<file path="src/rtl/multicycle_alu.sv">
// Multicycle ALU: single-cycle add/sub/and/or/sltu/slt, iterative
// one-bit-per-cycle sll/srl. Handshake is start -> done pulse. busy is high
// while a shift is in progress.
module multicycle_alu #(
  parameter int DATA_WIDTH = 32
) (
  input  logic                  clk,
  input  logic                  rst,
  input  logic                  start,
  input  logic [2:0]            aluControl,
  input  logic [DATA_WIDTH-1:0] srcA,
  input  logic [DATA_WIDTH-1:0] srcB,
  output logic                  busy,
  output logic                  done,
  output logic [DATA_WIDTH-1:0] aluResult,
  output logic                  zero
);

  typedef enum logic [1:0] {
    IDLE  = 2'd0,
    SHIFT = 2'd1,
    DONE  = 2'd2
  } state_t;

  // Same encoding as the ALU decoder.
  typedef enum logic [2:0] {
    OP_ADD  = 3'b000,
    OP_SUB  = 3'b001,
    OP_AND  = 3'b010,
    OP_OR   = 3'b011,
    OP_SLTU = 3'b100,
    OP_SLT  = 3'b101,
    OP_SLL  = 3'b110,
    OP_SRL  = 3'b111
  } op_t;

  state_t                  state;
  state_t                  next_state;
  op_t                     op;
  logic [4:0]              shamt;
  logic [4:0]              count;
  logic                    shift_left;
  logic [DATA_WIDTH-1:0]   acc;
  logic [DATA_WIDTH-1:0]   comb_result;
  logic                    accept;
  logic                    is_shift;
  logic                    start_shift;

  assign op          = op_t'(aluControl);
  // Only the low five bits of srcB matter for shifts; the rest are ignored.
  assign shamt       = srcB[4:0];
  // A new request is taken in IDLE and in DONE (back-to-back), never mid-shift.
  assign accept      = start && (state != SHIFT);
  assign is_shift    = (op == OP_SLL) || (op == OP_SRL);
  assign start_shift = accept && is_shift && (shamt != 5'd0);

  // Single-cycle result for every op; a shift by zero passes srcA through.
  always_comb begin
    // NOTE: every always_comb output gets a default first so no path can
    // leave it unassigned and infer a latch.
    comb_result = '0;
    unique case (op)
      OP_ADD:  comb_result = srcA + srcB;
      OP_SUB:  comb_result = srcA - srcB;
      OP_AND:  comb_result = srcA & srcB;
      OP_OR:   comb_result = srcA | srcB;
      OP_SLTU: comb_result = {{(DATA_WIDTH-1){1'b0}}, (srcA < srcB)};
      OP_SLT:  comb_result = {{(DATA_WIDTH-1){1'b0}}, ($signed(srcA) < $signed(srcB))};
      OP_SLL:  comb_result = srcA;
      OP_SRL:  comb_result = srcA;
      default: comb_result = '0;
    endcase
  end

  // Next-state logic: DONE behaves like IDLE for accepting a new request.
  always_comb begin
    next_state = state;
    unique case (state)
      IDLE, DONE: begin
        if (accept) next_state = start_shift ? SHIFT : DONE;
        else        next_state = IDLE;
      end
      SHIFT: begin
        // count holds the shifts still to do, including the one this cycle.
        if (count == 5'd1) next_state = DONE;
      end
      default: next_state = IDLE;
    endcase
  end

  // State register; reset takes effect immediately, independent of the clock.
  always_ff @(posedge clk or posedge rst) begin
    // NOTE: sequential state uses non-blocking assignments so every register
    // samples pre-edge values regardless of statement order.
    if (rst) state <= IDLE;
    else     state <= next_state;
  end

  // Datapath: load result or shift seed on accept, one bit per SHIFT cycle.
  always_ff @(posedge clk or posedge rst) begin
    if (rst) begin
      acc        <= '0;
      count      <= 5'd0;
      shift_left <= 1'b0;
    end else if (state == SHIFT) begin
      acc   <= shift_left ? (acc << 1) : (acc >> 1);
      count <= count - 5'd1;
    end else if (accept) begin
      acc <= comb_result;
      if (start_shift) begin
        count      <= shamt;
        shift_left <= (op == OP_SLL);
      end
    end
  end

  assign busy      = (state == SHIFT);
  assign done      = (state == DONE);
  assign aluResult = acc;
  assign zero      = (acc == '0);

endmodule

</file>
<file path="config.mk">
export PLATFORM = sky130hd
export DESIGN_NAME = multicycle_alu
export DESIGN_NICKNAME = d
export VERILOG_FILES = /design/src/rtl/multicycle_alu.sv
export SDC_FILE = /design/constraint.sdc
export NUM_CORES = 1
export LEC_CHECK = 0
export BUFFER_PORTS_ARGS = -buffer_cell sky130_fd_sc_hd__clkbuf_2
export CAP_MARGIN = 20
export CORE_MARGIN = 2
export CORE_UTILIZATION = 55
export DETAILED_ROUTE_END_ITERATION = 10
export HOLD_SLACK_MARGIN = 0.06
export MAX_ROUTING_LAYER = met4
export PLACE_DENSITY_LB_ADDON = 0.05
export SLEW_MARGIN = 20
export SYNTH_ARGS = -nofsm -noshare
export SYNTH_HDL_FRONTEND = slang
export SYNTH_SLANG_ARGS = --single-unit
</file>
<file path="constraint.sdc">
create_clock -name clk -period 2.5 [get_ports clk]
set_input_delay 0.5 -clock clk [delete_from_list [all_inputs] [get_ports clk]]
set_output_delay 0.5 -clock clk [all_outputs]
set_load 0.02 [all_outputs]
</file>
Word level (Yosys, flattened, before mapping)
Index checks and enable logic that the tools add are counted.
Widths: inputs -> output; s select.
{"block": "totals", "out_inout_bits": 35, "input_bits": 70, "ff_bits": 40, "word_cells": 49}
{"block": "op_classes", "muxes": 11, "eq_ne": 12, "add_sub_neg": 3, "magnitude_cmp": 2, "bitwise": 3, "n_reduce_logical": 14}
{"operator": "$pmux 32 s7", "count": 1}
{"operator": "$mux 32", "count": 3}
{"operator": "$lt 32x32->1", "count": 2}
{"operator": "$add 32x32->32", "count": 1}
{"operator": "$and 32x32->32", "count": 1}
{"operator": "$logic_not 32->1", "count": 1}
{"operator": "$or 32x32->32", "count": 1}
{"operator": "$sub 32x32->32", "count": 1}
{"operator": "$mux 5", "count": 3}
{"operator": "$eq 3x3->1 const B", "count": 4}
{"operator": "$eq 3x2->1 const B", "count": 2}
{"operator": "$mux 2", "count": 3}
{"operator": "$eq 5x1->1 const B", "count": 1}
{"operator": "$reduce_bool 5->1", "count": 1}
{"operator": "$sub 5x1->5 const B", "count": 1}
{"operator": "$ne 2x1->1 const B", "count": 2}
{"operator": "$pmux 2 s2", "count": 1}
{"operator": "$reduce_bool 2->1", "count": 2}
{"operator": "$reduce_or 2->1", "count": 2}
{"operator": "$eq 3x1->1 const B", "count": 1}
{"operator": "$logic_and 1x1->1", "count": 3}
{"operator": "$logic_not 3->1", "count": 1}
{"operator": "$reduce_and 3->1", "count": 1}
{"operator": "$eq 2x1->1 const B", "count": 1}
{"operator": "5 further kinds", "count": 5}

Logic depth before layout (Yosys ltp)
{"block": "logic_depth", "depth_word": 7, "mapped_depth": 14, "mapped_depth_nobuf": 14}

Worst setup path before layout
OpenSTA, ideal clock, no wires.
{"block": "synth_path", "kind": "input to register", "from": "in srcA[0]", "to": "reg acc[20] (netlist: aluResult[20])", "path_buffers": 0, "t_required_ps": 2374, "cell_stages": 14, "path_slack_ps": -377, "t_arrival_ps": 2750, "setup_ps": 126, "path_cell_list": "inv_1 > ha_1 > inv_1 > fa_1 > nand2b_1 > a21oi_1 > o31a_1 > o21ai_2 > o211ai_1 > a21oi_1 > xor2_1 > a222oi_1 > a211oi_1 > a311o_1"}
{"block": "synth_between", "elab_chain_len": 4, "elab_cells_between_ends": 5, "classes_between": "add/sub: 2; mux: 3"}
{"item": "start, declared", "line_no": "11", "rtl": "input logic [DATA_WIDTH-1:0] srcA,"}
{"item": "$sub 32x32->32 or $add 32x32->32 (tied branches)", "line_no": "64, 63"}
{"item": "$pmux 32 s7 (*)", "line_no": "62", "rtl": "unique case (op)"}
{"item": "$mux 32 (*)", "line_no": "108", "rtl": "end else if (accept) begin"}
{"item": "$mux 32 (*)", "line_no": "105", "rtl": "end else if (state == SHIFT) begin"}
{"item": "end signal, assigned", "line_no": "106", "rtl": "acc <= shift_left ? (acc << 1) : (acc >> 1);"}
{"item": "end signal, assigned", "line_no": "109", "rtl": "acc <= comb_result;"}
{"item": "end, declared", "line_no": "43", "rtl": "logic [DATA_WIDTH-1:0] acc;"}
Mark *: on every way between the ends. The rest lies on a longest branch, timed or not. The select of a mux whose other input is x is not followed.
A chain may end at the register's enable or synchronous reset.

Worst setup path in the final report
Ends and elaborated chain as after synthesis.

==> results.txt <==
----------------------------------------------------
[Timing]
  Slack of the critical path ... -0.4262 ns
  Post-route fraction of the period consumed by the critical path ... 117.0%
  Slew Limit Fails ... 0
  Total count of hold-check failures in the final report ... 0
  Max-slew headroom at the worst pin ... 63.05%
  Transition time of the tightest slew-check pin ... 0.5485 ns
  Final Skew ... 0.009214 ns
  Shortest period the worst path allows ... 2.926 ns
  Final count of negative-setup-slack endpoints ... 24
  Setup repair after global routing missed its margin ... true
  Peak clock frequency supported by timing ... around 340 MHz

[Pwr]
  Leakage power total ... 5.049 nW
  Peak VDD IR ... approximately 0.00035 V
  Overall power consumption ... a little under 6 mW
  Power Density ... between 500 and 600 mW/mm^2

[Detailed routing]
  Antenna violation net count after detailed routing ... 0
  Total wire length ... 27240 microns
  Routed wire per std cell ... around 19 microns
  Vias post-DR ... 9056
  Vias/cell ... around 6.2
  Total DRC errors in the routed layout ... 0
  Number of iterations in the first detailed-routing pass ... 8
  Violation count after the first detailed-routing iteration ... around 1100

[Clock network]
  Clock Latency Late Sink ... ~0.29 ns
  Post-CTS Hold Buffers ... 0
  Clock-pin slew reported for the worst setup and hold paths after clock tree synthesis ... 0.07 ns
  Buffer cell driving the clock tree root ... sky130_fd_sc_hd__clkbuf_16
  H-tree levels ... 2
  TritonCTS clock tree ... done
  Cts bufs inserted ... 5
  Clk sink count ... 40
  Maximum count of clock buffers along a single path ... 2

[Final layout]
  Area growth from synthesis to layout ... 42.11%
  Number of nets in the final layout ... about 1500
  Share of final-layout standard cells stronger than drive strength 1 ... 35.41%
  Final core utilization ... between 80% and 90%
  Number of antenna repair diodes ... 0

[Logic synthesis]
  Dominant cells by area after synthesis ... sky130_fd_sc_hd__ha_1 (17%), sky130_fd_sc_hd__dfrtp_1 (14%), sky130_fd_sc_hd__o21ai_0 (6.1%), sky130_fd_sc_hd__a21oi_1 (5.7%), sky130_fd_sc_hd__inv_1 (5.2%)
  Sequential element share of the synthesized area ... 13.82%
  Most used flip-flop cell after synthesis ... sky130_fd_sc_hd__dfrtp_1
  Library cell with the largest summed area after synthesis ... sky130_fd_sc_hd__ha_1
  Total of flip-flops plus latches after synthesis ... 40
  Post-synthesis async set-or-reset flop share ... 100.0%
  Cell count after synthesis ... 1001
  Number of enable flip-flop cells after synthesis ... 0
  Unique cell type count in the Yosys netlist ... 74
  Combined area of all synthesized cells ... approximately 0.0072 sq mm
  Area fraction of the dominant cell type after synthesis ... 16.93%
  Number of warning messages in the yosys log ... 0
  Syn avg cell area ... 7.236 sq um
  Cell with the most instances after synthesis ... sky130_fd_sc_hd__inv_1
  Top post-synthesis cells by count ... sky130_fd_sc_hd__inv_1 (100), sky130_fd_sc_hd__ha_1 (98), sky130_fd_sc_hd__nand2_1 (90)
  Synthesized netlist net count ... 1171

[Setup path]
  Element type at the critical path end ... flop
  Arrival time worst endpoint ... 3.10 ns
  Worst Setup Start Kind ... input port
  Worst setup path category ... input port to flop
  Worst Path Required ... 2.68 ns
  Worst Path Max Fanout ... 3

[Floorplan]
  Total core area ... 0.01272 sq mm
  Number of rows created at floorplan ... 41
  Starting Density ... 56.93%
  IO Count ... 105
  Height of the die ... 118.8 microns
  DIE AREA ... approximately 0.014 sq mm
  Horizontal extent of the die ... 118.8 microns

[GRT]
  Leftover overflow at the end of global routing ... 0
  Number of antenna violations at the first check in global routing ... 0
  Vias in the first global route ... 8718
  Largest net degree at the start of global routing ... 55
  First-pass GRT wire length ... around 43000 microns
  Gr usage total ... 38.56%

[Run]
  Max-Cap Viols ... 0

[Run status]
  Failing checks ... setup timing
  Result of the run ... finished, violations left

[Placement]
  Number of buffer cells added on primary ports ... between 100 and 150
  GP Congestion ... 0.9859
  DPL Wire Length ... 20320 microns

[Hold path]
  Worst min-delay path class ... input port to async pin

----------------------------------------------------
[worst max-delay path, cell delays in order]
cell                        delay, ns
sky130_fd_sc_hd__clkbuf_16       0.12
sky130_fd_sc_hd__buf_4           0.12
sky130_fd_sc_hd__ha_4            0.15
sky130_fd_sc_hd__inv_2           0.04
sky130_fd_sc_hd__fa_2            0.35
sky130_fd_sc_hd__nand2b_4        0.17
sky130_fd_sc_hd__a21oi_4         0.17
sky130_fd_sc_hd__o31ai_2         0.08
sky130_fd_sc_hd__buf_4           0.18
sky130_fd_sc_hd__o21a_1          0.18
sky130_fd_sc_hd__o21ai_2         0.21
sky130_fd_sc_hd__a21o_1          0.15
sky130_fd_sc_hd__a21oi_1         0.08
sky130_fd_sc_hd__xor2_1          0.22
sky130_fd_sc_hd__a211oi_2        0.10
sky130_fd_sc_hd__a311o_1         0.28
[area by class of cell]
cell class / count / area, sq um
Clock inverter: 2 / 38.79
Tap cell: 172 / 215.2
Multi-Input combinational cell: 792 / 6001
Inverter: 101 / 397.9
Timing Repair Buffer: 358 / 2500
Clock buffer: 6 / 138.9
Sequential cell: 40 / 1002
Fill cell: 947 / 2429
[path summary, 6_finish.rpt]
kind                                from       endpoint  slack, ns  depth (start not counted)
worst max-delay path             srcA[0]  aluResult[20]      -0.43                         16
worst min-delay path                 rst  aluResult[27]       0.33                          3
worst max register to register  state[0]       count[3]       0.52                          7
worst min register to register  state[0]       state[0]       0.56                          1
max in group asynchronous            rst     shift_left       1.76                          3
min in group clk                state[0]       state[0]       0.56                          1
[stage by stage]
step           cell area (sq um)  TNS [ns]  hold slack, ns  cells  setup slack, ns
2_1_floorplan               7412    -2.075          0.4681   1001          -0.2652
3_3_place_gp                9630    -13.11          0.5335   1445          -0.6691
3_5_place_dp                9630    -14.46          0.5544   1445          -0.7613
4_1_cts                    10110    -4.525          0.3443   1467          -0.4434
5_1_grt                    10290    -8.162          0.3850   1471          -0.5571
6_report                   10290    -5.049          0.3272   1471          -0.4262
[timing repair]
| item | in CTS | in global routing |
|---|---|---|
| pin swaps | 32 | 15 |
| buffers inserted | 14 | 4 |
| endpoints found under the setup margin | 25 | 25 |
| gates resized for setup | 41 | 27 |
[layer usage]
layer | GRT usage (%) | share of wire, % | vias up
met4 | 15.63 | 4.3 | 0
met1 | 48.93 | 41 | 4181
li1 | - | - | 4191
met2 | 62.28 | 46 | 551
met3 | 4.778 | 8.7 | 133
met5 | - | 0 | -
[flip-flops by register name, summed over array words and instances (netlist names)]
register    cells
aluResult      32
count           5
state           2
shift_left      1
[layout by cell type (no fill, tap or decap), types with 16 or more instances in the layout]
cell type / instances
sky130_fd_sc_hd__buf_4: 251
sky130_fd_sc_hd__clkbuf_2: 100
sky130_fd_sc_hd__o21ai_0: 80
sky130_fd_sc_hd__a21oi_1: 71
sky130_fd_sc_hd__a21o_1: 27
sky130_fd_sc_hd__dfrtp_1: 39
sky130_fd_sc_hd__inv_1: 91
sky130_fd_sc_hd__nand2_1: 89
sky130_fd_sc_hd__nand3_1: 20
sky130_fd_sc_hd__mux2i_1: 35
sky130_fd_sc_hd__o21bai_1: 16
sky130_fd_sc_hd__o211ai_1: 17
sky130_fd_sc_hd__ha_1: 88
sky130_fd_sc_hd__nor2_1: 64
sky130_fd_sc_hd__xnor2_1: 32
[kinds of logic (layout without fill, tap and decap cells)]
family,after synthesis,in the layout,synth area share [%]
fa+ha+maj,100,100,17.48
compound gates,361,361,33.43
simple gates,260,260,16.81
buf+inv,169,467,9.276
mux,35,35,4.837
xor+xnor,36,36,4.353
flops,40,40,13.82
[where the power goes]
| group | switching, mW | internal [mW] | leakage (nW) |
|---|---|---|---|
| Sequential | 0.537 | 0.944 | 0.488 |
| Combinational | 1.98 | 1.53 | 4.47 |
| Clock | 0.295 | 0.501 | 0.0871 |
Power figures use the tool's default switching activity.
